$ cat config.mk
export PLATFORM = sky130hd
export DESIGN_NAME = add_accum_flat
export DESIGN_NICKNAME = d
export VERILOG_FILES = /design/src/rtl/add_accum_if.sv /design/src/rtl/add_accum.sv /design/src/flat_wrapper.sv
export SDC_FILE = /design/constraint.sdc
export NUM_CORES = 1
export LEC_CHECK = 0
export CORE_AREA = 2 2 57 59
export CTS_CLUSTER_DIAMETER = 150
export DETAILED_ROUTE_END_ITERATION = 12
export DIE_AREA = 0 0 59 61
export HOLD_SLACK_MARGIN = 0.1
export PLACE_DENSITY_LB_ADDON = 0.3
export SYNTH_ARGS = -nofsm -noshare
export SYNTH_HDL_FRONTEND = slang
export SYNTH_SLANG_ARGS = --single-unit
$ cat constraint.sdc
create_clock -name clk -period 2.05 [get_ports clk]
set_clock_uncertainty 0.2 [all_clocks]
set_input_delay 0.615 -clock clk [delete_from_list [all_inputs] [get_ports clk]]
set_output_delay 0.615 -clock clk [all_outputs]
set_load 0.01 [all_outputs]
$ cat src/rtl/add_accum_if.sv
// Handshake bundle for add_accum: start/count command, operand stream in,
// final-sum stream out, plus the busy status flag.
interface add_accum_if #(
    parameter int WIDTH     = 8,
    parameter int ACC_WIDTH = 12
);
    logic                 start;
    logic [3:0]           count;
    logic                 in_valid;
    logic [WIDTH-1:0]     in_r;
    logic                 in_cout;
    logic                 in_ready;
    logic                 out_valid;
    logic                 out_ready;
    logic [ACC_WIDTH-1:0] out_sum;
    logic                 out_ovf;
    logic                 busy;

    // Accumulator side
    modport slave (
        input  start, count, in_valid, in_r, in_cout, out_ready,
        output in_ready, out_valid, out_sum, out_ovf, busy
    );

    // Producer/consumer side
    modport master (
        output start, count, in_valid, in_r, in_cout, out_ready,
        input  in_ready, out_valid, out_sum, out_ovf, busy
    );
endinterface

$ cat src/rtl/add_accum.sv
// add_accum: sums a programmed number of adder results {C_out, R} into a
// ACC_WIDTH-bit running total with a sticky overflow flag, then presents
// the total on a valid/ready output until the consumer takes it.
module add_accum #(
    parameter int WIDTH     = 8,
    parameter int ACC_WIDTH = 12
) (
    input  logic        clk,
    input  logic        rst,
    add_accum_if.slave  bus
);

    typedef enum logic [1:0] {
        ST_IDLE  = 2'd0,
        ST_ACCUM = 2'd1,
        ST_DONE  = 2'd2
    } state_t;

    state_t               state_q, state_d;
    logic [3:0]           remaining_q, remaining_d;
    logic [ACC_WIDTH-1:0] sum_q, sum_d;
    logic                 ovf_q, ovf_d;

    // One extra bit above the sum captures the carry out of the MSB.
    logic [ACC_WIDTH:0]   op_ext_s;
    logic [ACC_WIDTH:0]   add_s;

    // Zero-extend the operand {C_out, R} and form the widened sum.
    always_comb begin
        op_ext_s            = '0;
        op_ext_s[WIDTH:0]   = {bus.in_cout, bus.in_r};
        add_s               = {1'b0, sum_q} + op_ext_s;
    end

    // State and datapath registers; reset aborts any run in progress.
    always_ff @(posedge clk or posedge rst) begin
        if (rst) begin
            state_q     <= ST_IDLE;
            remaining_q <= 4'd0;
            sum_q       <= '0;
            ovf_q       <= 1'b0;
        end else begin
            state_q     <= state_d;
            remaining_q <= remaining_d;
            sum_q       <= sum_d;
            ovf_q       <= ovf_d;
        end
    end

    // Next-state logic: start only sampled in IDLE, operands only in ACCUM,
    // and the DONE->IDLE edge cannot also accept a start.
    always_comb begin
        state_d     = state_q;
        remaining_d = remaining_q;
        sum_d       = sum_q;
        ovf_d       = ovf_q;
        case (state_q)
            ST_IDLE: begin
                if (bus.start && (bus.count != 4'd0)) begin
                    remaining_d = bus.count;
                    sum_d       = '0;
                    ovf_d       = 1'b0;
                    state_d     = ST_ACCUM;
                end else begin
                    state_d     = ST_IDLE;
                end
            end
            ST_ACCUM: begin
                if (bus.in_valid) begin
                    sum_d       = add_s[ACC_WIDTH-1:0];
                    ovf_d       = ovf_q | add_s[ACC_WIDTH];
                    remaining_d = remaining_q - 4'd1;
                    if (remaining_q == 4'd1) begin
                        state_d = ST_DONE;
                    end else begin
                        state_d = ST_ACCUM;
                    end
                end else begin
                    state_d     = ST_ACCUM;
                end
            end
            ST_DONE: begin
                if (bus.out_ready) begin
                    state_d = ST_IDLE;
                end else begin
                    state_d = ST_DONE;
                end
            end
            default: begin
                state_d = ST_IDLE;
            end
        endcase
    end

    // Outputs are pure decodes of registered state, so in_ready never
    // depends on in_valid within the same cycle.
    assign bus.in_ready  = (state_q == ST_ACCUM);
    assign bus.out_valid = (state_q == ST_DONE);
    assign bus.busy      = (state_q != ST_IDLE);
    assign bus.out_sum   = sum_q;
    assign bus.out_ovf   = ovf_q;

endmodule

$ cat src/flat_wrapper.sv
// flat-port wrapper written by rule: the top's interface ports become plain ports
module add_accum_flat 
#(
    parameter int WIDTH     = 8,
    parameter int ACC_WIDTH = 12
)
  (clk, rst, bus_start, bus_count, bus_in_valid, bus_in_r, bus_in_cout, bus_out_ready, bus_in_ready, bus_out_valid, bus_out_sum, bus_out_ovf, bus_busy);
  add_accum_if #(.WIDTH(WIDTH), .ACC_WIDTH(ACC_WIDTH)) bus_i ();
  input  logic clk;
  input  logic rst;
  input wire logic [$bits(bus_i.start)-1:0] bus_start;
  input wire logic [$bits(bus_i.count)-1:0] bus_count;
  input wire logic [$bits(bus_i.in_valid)-1:0] bus_in_valid;
  input wire logic [$bits(bus_i.in_r)-1:0] bus_in_r;
  input wire logic [$bits(bus_i.in_cout)-1:0] bus_in_cout;
  input wire logic [$bits(bus_i.out_ready)-1:0] bus_out_ready;
  output wire logic [$bits(bus_i.in_ready)-1:0] bus_in_ready;
  output wire logic [$bits(bus_i.out_valid)-1:0] bus_out_valid;
  output wire logic [$bits(bus_i.out_sum)-1:0] bus_out_sum;
  output wire logic [$bits(bus_i.out_ovf)-1:0] bus_out_ovf;
  output wire logic [$bits(bus_i.busy)-1:0] bus_busy;
  assign bus_i.start = bus_start;
  assign bus_i.count = bus_count;
  assign bus_i.in_valid = bus_in_valid;
  assign bus_i.in_r = bus_in_r;
  assign bus_i.in_cout = bus_in_cout;
  assign bus_i.out_ready = bus_out_ready;
  assign bus_in_ready = bus_i.in_ready;
  assign bus_out_valid = bus_i.out_valid;
  assign bus_out_sum = bus_i.out_sum;
  assign bus_out_ovf = bus_i.out_ovf;
  assign bus_busy = bus_i.busy;
  add_accum #(.WIDTH(WIDTH), .ACC_WIDTH(ACC_WIDTH)) u_core (.clk(clk), .rst(rst), .bus(bus_i));
endmodule
==> results of run 1 <==
## registers in the layout, indices dropped and copies added (netlist names)
name                count
u_core.remaining_q      4
u_core.state_q          2
u_core.bus.out_ovf      1
u_core.bus.out_sum     12
## logic make-up (layout without fill, tap and decap cells)
group	after synthesis	after routing	share of synthesized area, %
AO/OA/AOI/OAI	43	43	20.7
adder cells (fa/ha/maj)	12	12	12.8
flip-flops	19	19	38.5
buffers and inverters	9	86	3.65
AND/OR/NAND/NOR	51	51	20.1
XOR/XNOR	5	5	3.55
multiplexers	1	1	0.811
## worst min path at each step
stage,from,end,slack [ps],depth (start not counted)
6_report,u_core.bus.out_ovf,u_core.bus.out_ovf,310,2
5_1_grt,u_core.bus.out_ovf,u_core.bus.out_ovf,330,2
4_1_cts,u_core.bus.out_ovf,u_core.bus.out_ovf,320,2
3_5_place_dp,u_core.bus.out_ovf,u_core.bus.out_ovf,280,2
3_3_place_gp,u_core.bus.out_ovf,u_core.bus.out_ovf,280,2
2_1_floorplan,u_core.remaining_q[1],u_core.remaining_q[1],270,2
## worst register-to-register path, cell delays in order (launching register included)
cell and delay, ps:
dfrtp_1 430, ha_4 180, fa_2 360, a211oi_2 240
o211ai_1 140, a31oi_1 210, buf_4 160, o21ai_2 50
a21boi_1 130
## area by class of cell
class | instances | share of cell area [%]
multi-input combinational | 112 | 42.3
clock buffer | 4 | 1.26
sequential | 19 | 22.7
timing repair buffer | 77 | 30.9
inverter | 5 | 0.898
tap | 33 | 1.97
## cells in the final DEF, fill, tap and decap left out, types with 4 or more instances in the layout
cell / instances
buf_6: 4
inv_1: 4
clkdlybuf4s50_1: 6
dlymetal6s2s_1: 5
ha_4: 8
nand2_1: 21
o21ai_2: 4
o21ai_0: 9
dfrtp_1: 19
dlygate4sd2_1: 18
buf_4: 40
o21ai_1: 5
nand3_1: 4
a21oi_1: 6
nor2_1: 7
## through the flow
step / util, % / cells / TNS [ps] / worst slack, ps
after CTS: 69.0 / 248 / -139 / -97.2
after global routing: 70.8 / 250 / -1100 / -251
after floorplan: - / 140 / -542 / -190
final: 70.8 / 250 / -430 / -128
after detailed placement: 62.0 / 232 / -8090 / -750
after global placement: 62.0 / 232 / -7730 / -707
## power groups by stage
stage / Sequential, mW / Clock, mW / Combinational (mW)
after floorplan: 0.698 / 0 / 0.861
after global placement: 0.655 / 0 / 1.62
after detailed placement: 0.666 / 0 / 1.67
after CTS: 0.655 / 0.201 / 1.92
after global routing: 0.677 / 0.221 / 2.24
final: 0.654 / 0.204 / 2.05
## metal layers
layer	track usage, %	vias to the layer above
met2	43.0	26
met3	2.77	6
met1	25.8	668
met5	0	-
met4	8.12	0
li1	-	660
## timing repair
item / 4_1_cts / 5_1_grt
buffers inserted: 13 / 3
resized for setup: 46 / 21
pin swaps: 18 / 12
setup endpoints to repair: 28 / 16
==> run metrics, run 1 <==
die width 59 µm; status finished with violations; Async S/R FF share, synth 100%; gr usage total 22.6%; Cell Int Power 1.69 mW; Syn Std Cell Area 1230 µm²; worst hold path type flip-flop to flip-flop; CP Cell Sequence dlygate4sd2_1 -> ha_4 -> o211ai_1 -> o211ai_1 -> a31oi_1 -> or3_1 -> a21boi_1; Remaining DRCs 0; pwr dens 1390 nW/µm²; crit path kind primary input to flip-flop; Post-Layout Inst Area 2090 µm²; Worst VDD drop 0.000785 V; final hold slack 314 ps; Worst Max-Slew Pin Slew 357 ps; number of diodes 0; largest area contributor in the netlist dfrtp_1; Post-DRT Antenna Nets 0; slowest stage delay, CP 370 ps; CTS HTree Levels 1; Post-synth EDFFs 0; register area 475 µm²; grt total ovfl 0; Worst-Skew Late Latency 300 ps; Mapped Nets 170; Sw Pwr 1.22 mW; Post-DP Area 1830 µm²; initial antenna violation count 0; Reg clk slew, reported paths 120 ps; RR Startpoint u_core.bus.out_sum[0]; Seq pwr share 22.5%; synth top area cells dfrtp_1 (39%), ha_1 (11%), o21ai_0 (7.3%), nand2_1 (6.4%), a21oi_1 (3.6%); Num CTS Buffers 3; launch point of the worst path bus_in_r[3]; Seq/Total Area, Yosys 38.5%; Switching Fraction 41.8%; FF-to-FF setup slack -110 ps; RSZ-0062 raised after global routing true; Initial Util 41.8%; Port Buffers 33; core area 2950 µm²; final setup margin -128 ps; Arr. time, crit path 2210 ps; Synth Warn # 0; routed length on met3 126 µm; Clk Tree Root Cell clkbuf_4; number of global-route vias before repair 1384; Fin. Hold Viols 0; die height 61 µm; routability cong. 0.911; Multi-input gate area 883 µm²; Synth top area share 38.5%; Top delay family on crit path compound AO/OA/AOI/OAI gates; Starting DRT DRC Count 52; Worst setup SP type primary input; Worst path depth 7; cell with the most instances on the worst path o211ai_1; synthesized area per cell 8.82 µm²; Routed Wire Length 3.74 mm; dominant synthesized flop cell dfrtp_1; post-detail-place hpwl 2.61 mm; violated checks setup timing; vias per cell 5.44; CTS tree built; CP max stage cell or3_1; maximum clock path buffer count 2; Critical Path Sink u_core.bus.out_sum[10]; nets 248; Final Cycle Share 106%; fillers 235; num rows 20; CP required 2080 ps; Synth cell types 38; largest net degree at the start of global routing 20; leakage 1.06 nW; final slew viol count 0; CP Capture Type flip-flop; maxcap violations 0; Commonest cells post-synth nand2_1 (21), dfrtp_1 (19), o21ai_0 (18), ha_1 (11), a21oi_1 (9); R2R depth 8; share of cells above drive strength 1 35.0%; Max Fanout on Critical Path 3; per-cell routed wire length 15.0 µm; r2r endpoint u_core.bus.out_sum[10]; top-count cell post-synth nand2_1; Yosys reg bits 19; met2 wire length 2.05 mm; crit path buf inv count 1; IO Pins 34; minimum clock period 2180 ps; first-pass GRT wire length 6.09 mm; DR top layer met4; Cells after Synth 140; Metal-1 WL 1.51 mm; Slew headroom 76.0%; Gate power share 70.5%; CTS sink count 19; total power 2.91 mW; total number of vias 1360; Clk pwr share 7.0%; die area 3600 µm²; TritonRoute pass-1 iters 4; Syn-to-layout area delta 69.3%; setup violators final 5; Peak Freq 459 MHz; cts hold-fix bufs 0
Note: power is estimated with default switching activity, not from simulation.
==> inputs of run 2 (changes only) <==
- GPL_TIMING_DRIVEN: unset -> 0
- SLEW_MARGIN: unset -> 20
==> run 2 against run 1 <==
Effect of this change:
- the run still ends with setup timing left
- combinational power decreased by 4%
- critical path type unchanged
- clock-buffer cell count decreased by 1
- hold slack lost 22 ps
- critical endpoint is now u_core.bus.out_sum[9]
- die area unchanged
- cell area is 4.7% lower
- register-to-register slack better by 70 ps
- sequential share of layout area grew 1.2 points
- worst setup slack better by 78 ps
==> run metrics, run 2 (synthesis results as in run 1) <==
GR Util met3 2.13% (-0.64 points); Hold Path End u_core.bus.out_ovf; Post-DP Area 1630 µm² (-11%); CTS tree built; minimum clock period 2100 ps (-78.2 ps); number of global-route vias before repair 1308 (-5.5%); CP required 2090 ps (about the same); crit path buf inv count 2 (+1); routing usage on met2 38.7% (-4.3 points); final hold slack 291 ps (-22.1 ps); hold_sp u_core.bus.out_ovf; launch point of the worst path bus_in_r[2]; core area 2950 µm² (unchanged); RR Startpoint u_core.bus.out_sum[0]; first-pass GRT wire length 5.91 mm (-3.1%); GR peak layer met2; die area 3600 µm² (unchanged); Top delay family on crit path simple AND/OR/NAND/NOR gates; CP Capture Type flip-flop; FF-to-FF setup slack -40 ps (+70 ps); Num CTS Buffers 3 (unchanged); leakage 0.980 nW (-7.2%); R2R depth 7 (-1); Peak Freq 476 MHz (+3.7%); pwr dens 1430 nW/µm² (+2.7%); slowest stage delay, CP 270 ps (-100 ps); Multi-input gate area 925 µm² (+4.7%); Worst setup SP type primary input; status finished with violations; sum of negative setup slack -176 ps (+254 ps); Worst VDD drop 0.000674 V (-14%); crit path kind primary input to flip-flop; Cell Count, Final, Fillers Out 230 (-8.0%); CP Cell Sequence clkdlybuf4s15_1 -> ha_4 -> buf_4 -> o21ai_4 -> nor3_4 -> nor4b_4 -> nand3b_1 -> mux2i_1; Final Cycle Share 102% (-3.8 points); Post-Layout Inst Area 1990 µm² (-4.7%); commonest non-fill, non-tap cell in the layout nand2_1; Routed Wire Length 3.59 mm (-4.1%); TritonRoute pass-1 iters 4 (unchanged); vias per cell 5.66 (+4.0%); Fin. Hold Viols 0 (unchanged); Hold Path Depth 2 (unchanged); CTS sink count 19 (unchanged); most frequent cells in the layout nand2_1 (21), buf_4 (20), dfrtp_1 (18); largest net degree at the start of global routing 20 (unchanged); routability cong. 0.853 (-6.3%); Arr. time, crit path 2140 ps (-70 ps); maximum clock path buffer count 2 (unchanged); grt total ovfl 0 (unchanged); r2r endpoint u_core.bus.out_sum[10]; num rows 20 (unchanged); pre-CTS setup slack -866 ps (-116 ps); Max Fanout on Critical Path 4 (+1); placed cells 206 (-11%); register area 477 µm² (+0.26%); initial antenna violation count 0 (unchanged); nets 228 (-8.1%); Worst-Skew Late Latency 310 ps (about the same); per-cell routed wire length 15.6 µm (+4.3%); violated checks setup timing; Starting DRT DRC Count 54 (+3.8%); total power 2.84 mW (-2.2%); number of diodes 0 (unchanged); die height 61 µm (unchanged); CTS HTree Levels 1 (unchanged); fillers 243 (+3.4%); max reg flops 12 (unchanged); Reg clk slew, reported paths 120 ps (about the same); Syn-to-layout area delta 61.3%; GR Util met1 26.8% (+0.95 points); IO Pins 34 (unchanged); Post-DRT Antenna Nets 0 (unchanged); final setup margin -49.9 ps (+78.2 ps); setup violators final 6 (+1); Initial Util 41.8% (unchanged); Remaining DRCs 0 (unchanged); maxcap violations 0 (unchanged); gr usage total 21.4% (-1.2 points); post-detail-place hpwl 2.22 mm (-15%); Slew headroom 50.9% (-25 points); Clk Tree Root Cell clkbuf_4; final slew viol count 0 (unchanged); Worst Max-Slew Pin Slew 736 ps (+380 ps); total number of vias 1301 (-4.3%); Port Buffers 33 (unchanged); share of cells above drive strength 1 29.9% (-5.1 points); die width 59 µm (unchanged); post-layout util 67.5% (-3.3 points); RSZ-0062 raised after global routing true; CP max stage cell nor4b_4; worst hold path type flip-flop to flip-flop
==> run 2: cell count changes in the layout (fill, tap and decap cells not counted), sizes merged <==
| cell | previous run | this run |
|---|---|---|
| clkdlybuf4s50 | 6 | 5 |
| dlymetal6s2s | 5 | 6 |
| dlygate4sd2 | 18 | 14 |
| clkinv | 0 | 1 |
| buf | 46 | 26 |
| clkdlybuf4s15 | 0 | 3 |
==> run 2: timing repair <==
item / 4_1_cts / 5_1_grt
setup buffers: 18 / 3
setup endpoints to repair: 30 / 18
pin swaps: 19 / 15
hold buffers: 0 / 0
gates resized for setup: 62 / 20
==> run 2: power by group <==
group / switching (mW) / total, mW / internal, mW
Sequential: 0.143 / 0.671 / 0.528
Clock: 0.134 / 0.207 / 0.0729
Combinational: 0.943 / 1.96 / 1.02
Total: 1.22 / 2.84 / 1.62
==> run 2: per-layer routing <==
metal  wire length [µm]  part of all wire [%]
met2               1840                    51
met1               1540                    43
met5                  0                     0
met3                147                   4.1
met4                 59                   1.6
==> run 2: area by class of cell <==
| cell class | count | share of cell area [%] |
|---|---|---|
| plain buffers | 3 | 1.38 |
| clock buffers | 3 | 1.13 |
| clock inverters | 1 | 0.251 |
| inverters | 5 | 1.19 |
| multi-input cells | 112 | 46.4 |
| flip-flops and latches | 19 | 23.9 |
| well taps | 33 | 2.07 |
| repair buffers | 54 | 23.6 |
==> run 2: worst max path at each step <==
stage                             end  slack, ps  cells after the start
3_5_place_dp    u_core.bus.out_sum[9]       -870                      7
4_1_cts        u_core.bus.out_sum[10]        -40                      7
3_3_place_gp    u_core.bus.out_sum[9]       -800                      7
6_report        u_core.bus.out_sum[9]        -50                      8
5_1_grt        u_core.bus.out_sum[10]       -170                      7
2_1_floorplan  u_core.bus.out_sum[10]       -190                      7
==> run 2: worst min-delay path, delay by kind of cell, from the launching register on <==
kind | cells | cell delay, ps
compound gates | 1 | 50
flops | 1 | 360
simple gates | 1 | 60
==> inputs of run 3 (changes only) <==
==> constraint.sdc (replaced) <==
create_clock -name clk -period 2.05 [get_ports clk]
set_clock_uncertainty 0.2 [all_clocks]
set_input_delay 0.5125 -clock clk [delete_from_list [all_inputs] [get_ports clk]]
set_output_delay 0.5125 -clock clk [all_outputs]
set_load 0.01 [all_outputs]
==> run 3 against run 2 <==
Effect of this change:
- the flow still finishes with violations (setup timing)
- non-clock buffer count is 4 lower
- cell area shrank 3.8%
- final cell count down 1.7%
- highest routed layer unchanged
- clock power decreased by 6%
- sequential power grew 2%
==> run metrics, run 3 (synthesis results as in run 1) <==
number of global-route vias before repair 1249 (-4.5%); r2r endpoint u_core.bus.out_sum[10]; setup violators final 3 (-3); die area 3600 µm² (unchanged); leakage 0.885 nW (-9.7%); per-cell routed wire length 15.4 µm (-1.2%); hold_sp u_core.bus.out_ovf; Gate power share 67.2% (-1.9 points); core area 2950 µm² (unchanged); sum of negative setup slack -304 ps (-128 ps); crit path kind flip-flop to flip-flop; launch point of the worst path u_core.bus.out_sum[0]; vias per cell 5.57 (-1.5%); CP Cell Sequence ha_4 -> fa_2 -> a211oi_2 -> o211ai_1 -> a31oi_2 -> buf_4 -> o21ai_2 -> a21boi_1; Initial Util 41.8% (unchanged); share of cells above drive strength 1 24.9% (-5.1 points); Remaining DRCs 0 (unchanged); die width 59 µm (unchanged); TritonRoute pass-1 iters 4 (unchanged); commonest non-fill, non-tap cell in the layout nand2_1; gr usage total 20.3% (-1.1 points); Clk pwr share 7.3% (about the same); max reg flops 12 (unchanged); maximum clock path buffer count 2 (unchanged); total number of vias 1259 (-3.2%); largest net degree at the start of global routing 20 (unchanged); Syn-to-layout area delta 55.2%; Slew headroom 48.8% (-2.1 points); Final Cycle Share 110% (+7.5 points); R2R depth 8 (+1); routability cong. 0.815 (-4.5%); RSZ-0062 raised after global routing true; final slew viol count 0 (unchanged); Worst Max-Slew Pin Slew 768 ps (+31.2 ps); RR Startpoint u_core.bus.out_sum[0]; Hold Path Depth 2 (unchanged); number of diodes 0 (unchanged); Clk Tree Root Cell clkbuf_4; Post-DRT Antenna Nets 0 (unchanged); final setup margin -203 ps (-153 ps); post-detail-place hpwl 2.15 mm (-3.0%); minimum clock period 2250 ps (+153 ps); maxcap violations 0 (unchanged); nets 224 (-1.8%); status finished with violations; num rows 20 (unchanged); IO Pins 34 (unchanged); post-layout util 64.9% (-2.5 points); most frequent cells in the layout nand2_1 (20), dfrtp_1 (18), buf_4 (17); Num CTS Buffers 3 (unchanged); CP Capture Type flip-flop; FF-to-FF setup slack -200 ps (-160 ps); violated checks setup timing; Worst-Skew Late Latency 300 ps (about the same); Arr. time, crit path 2270 ps (+130 ps); die height 61 µm (unchanged); Routed Wire Length 3.49 mm (-2.9%); Hold Path End u_core.bus.out_ovf; CP required 2060 ps (-30 ps); Starting DRT DRC Count 34 (-37%); pwr dens 1400 nW/µm² (-2.0%); Fin. Hold Viols 0 (unchanged); CTS sink count 19 (unchanged); Worst VDD drop 0.000623 V (-7.7%); Seq pwr share 25.5% (+1.9 points); CTS HTree Levels 1 (unchanged); initial antenna violation count 0 (unchanged); Peak Freq 444 MHz (-6.8%); Max Fanout on Critical Path 3 (-1); Port Buffers 33 (unchanged); CP max stage cell dfrtp_1; Switching Fraction 43.1% (+0.17 points); cts hold-fix bufs 0 (unchanged); worst hold path type flip-flop to flip-flop; grt total ovfl 0 (unchanged); Reg clk slew, reported paths 110 ps (about the same); Worst setup SP type flip-flop; Sw Pwr 1.16 mW (-5.3%); CTS tree built; slowest stage delay, CP 420 ps (+150 ps); first-pass GRT wire length 5.62 mm (-4.9%); Cell Int Power 1.52 mW (-6.0%)
run 3: changes by cell type in the layout (fill, tap and decap cells not counted), sizes merged:
| cell | previous run | this run |
|---|---|---|
| clkdlybuf4s50 | 5 | 15 |
| clkbuf | 6 | 4 |
| clkdlybuf4s15 | 3 | 1 |
| buf | 26 | 20 |
| dlygate4sd2 | 14 | 13 |
| dlymetal6s2s | 6 | 3 |
run 3: critical path: cells and delay by family, from the launching register on:
kind / cells / cell delay [ps]
compound gates: 5 / 870
buf+inv: 1 / 150
flops: 1 / 420
fa+ha+maj: 2 / 520
run 3: cell type report:
type | instances | area [µm²]
Sequential cell | 19 | 477
Timing Repair Buffer | 49 | 438
Multi-Input combinational cell | 112 | 877
Tap cell | 33 | 41.3
Fill cell | 274 | 1040
Buffer | 4 | 35.0
Clock inverter | 1 | 5.00
Inverter | 5 | 21.3
Clock buffer | 3 | 22.5
run 3: metrics by stage:
step / instance area [µm²] / hold WS, ps / std cells / power [mW] / worst slack, ps
finish: 1920 / 288 / 226 / 2.68 / -203
global route: 1920 / 351 / 226 / 2.90 / -278
CTS: 1840 / 296 / 222 / 2.49 / -128
detailed placement: 1630 / 269 / 206 / 2.04 / -778
global placement: 1630 / 265 / 206 / 1.99 / -727
floorplan: 1260 / 264 / 140 / 1.56 / -88.6
run 3: power groups by stage:
stage / Clock (mW) / Sequential, mW / Combinational [mW]
global route: 0.216 / 0.705 / 1.98
finish: 0.195 / 0.685 / 1.80
floorplan: 0 / 0.698 / 0.859
CTS: 0.196 / 0.688 / 1.60
global placement: 0 / 0.668 / 1.32
detailed placement: 0 / 0.673 / 1.36
run 3: worst max path at each step:
| stage | end | slack [ps] | cells past startpoint |
|---|---|---|---|
| 2_1_floorplan | u_core.bus.out_sum[10] | -90 | 7 |
| 3_3_place_gp | u_core.bus.out_sum[10] | -730 | 8 |
| 6_report | u_core.bus.out_sum[10] | -200 | 8 |
| 4_1_cts | u_core.bus.out_sum[10] | -130 | 8 |
| 5_1_grt | u_core.bus.out_sum[10] | -280 | 8 |
| 3_5_place_dp | u_core.bus.out_sum[10] | -780 | 8 |
run 3: per-layer routing:
metal | share of wire [%] | global-route usage [%] | up-vias
li1 | - | - | 611
met1 | 43 | 26.2 | 608
met2 | 51 | 34.8 | 32
met3 | 3.7 | 2.99 | 8
met4 | 2.1 | 7.14 | 0
met5 | 0 | 0 | -
run 3: timing repair:
item / CTS / global route
pin swaps: 14 / 9
setup buffers: 12 / 4
resized for setup: 33 / 18
endpoints found under the setup margin: 18 / 15
gates cloned: 0 / 0
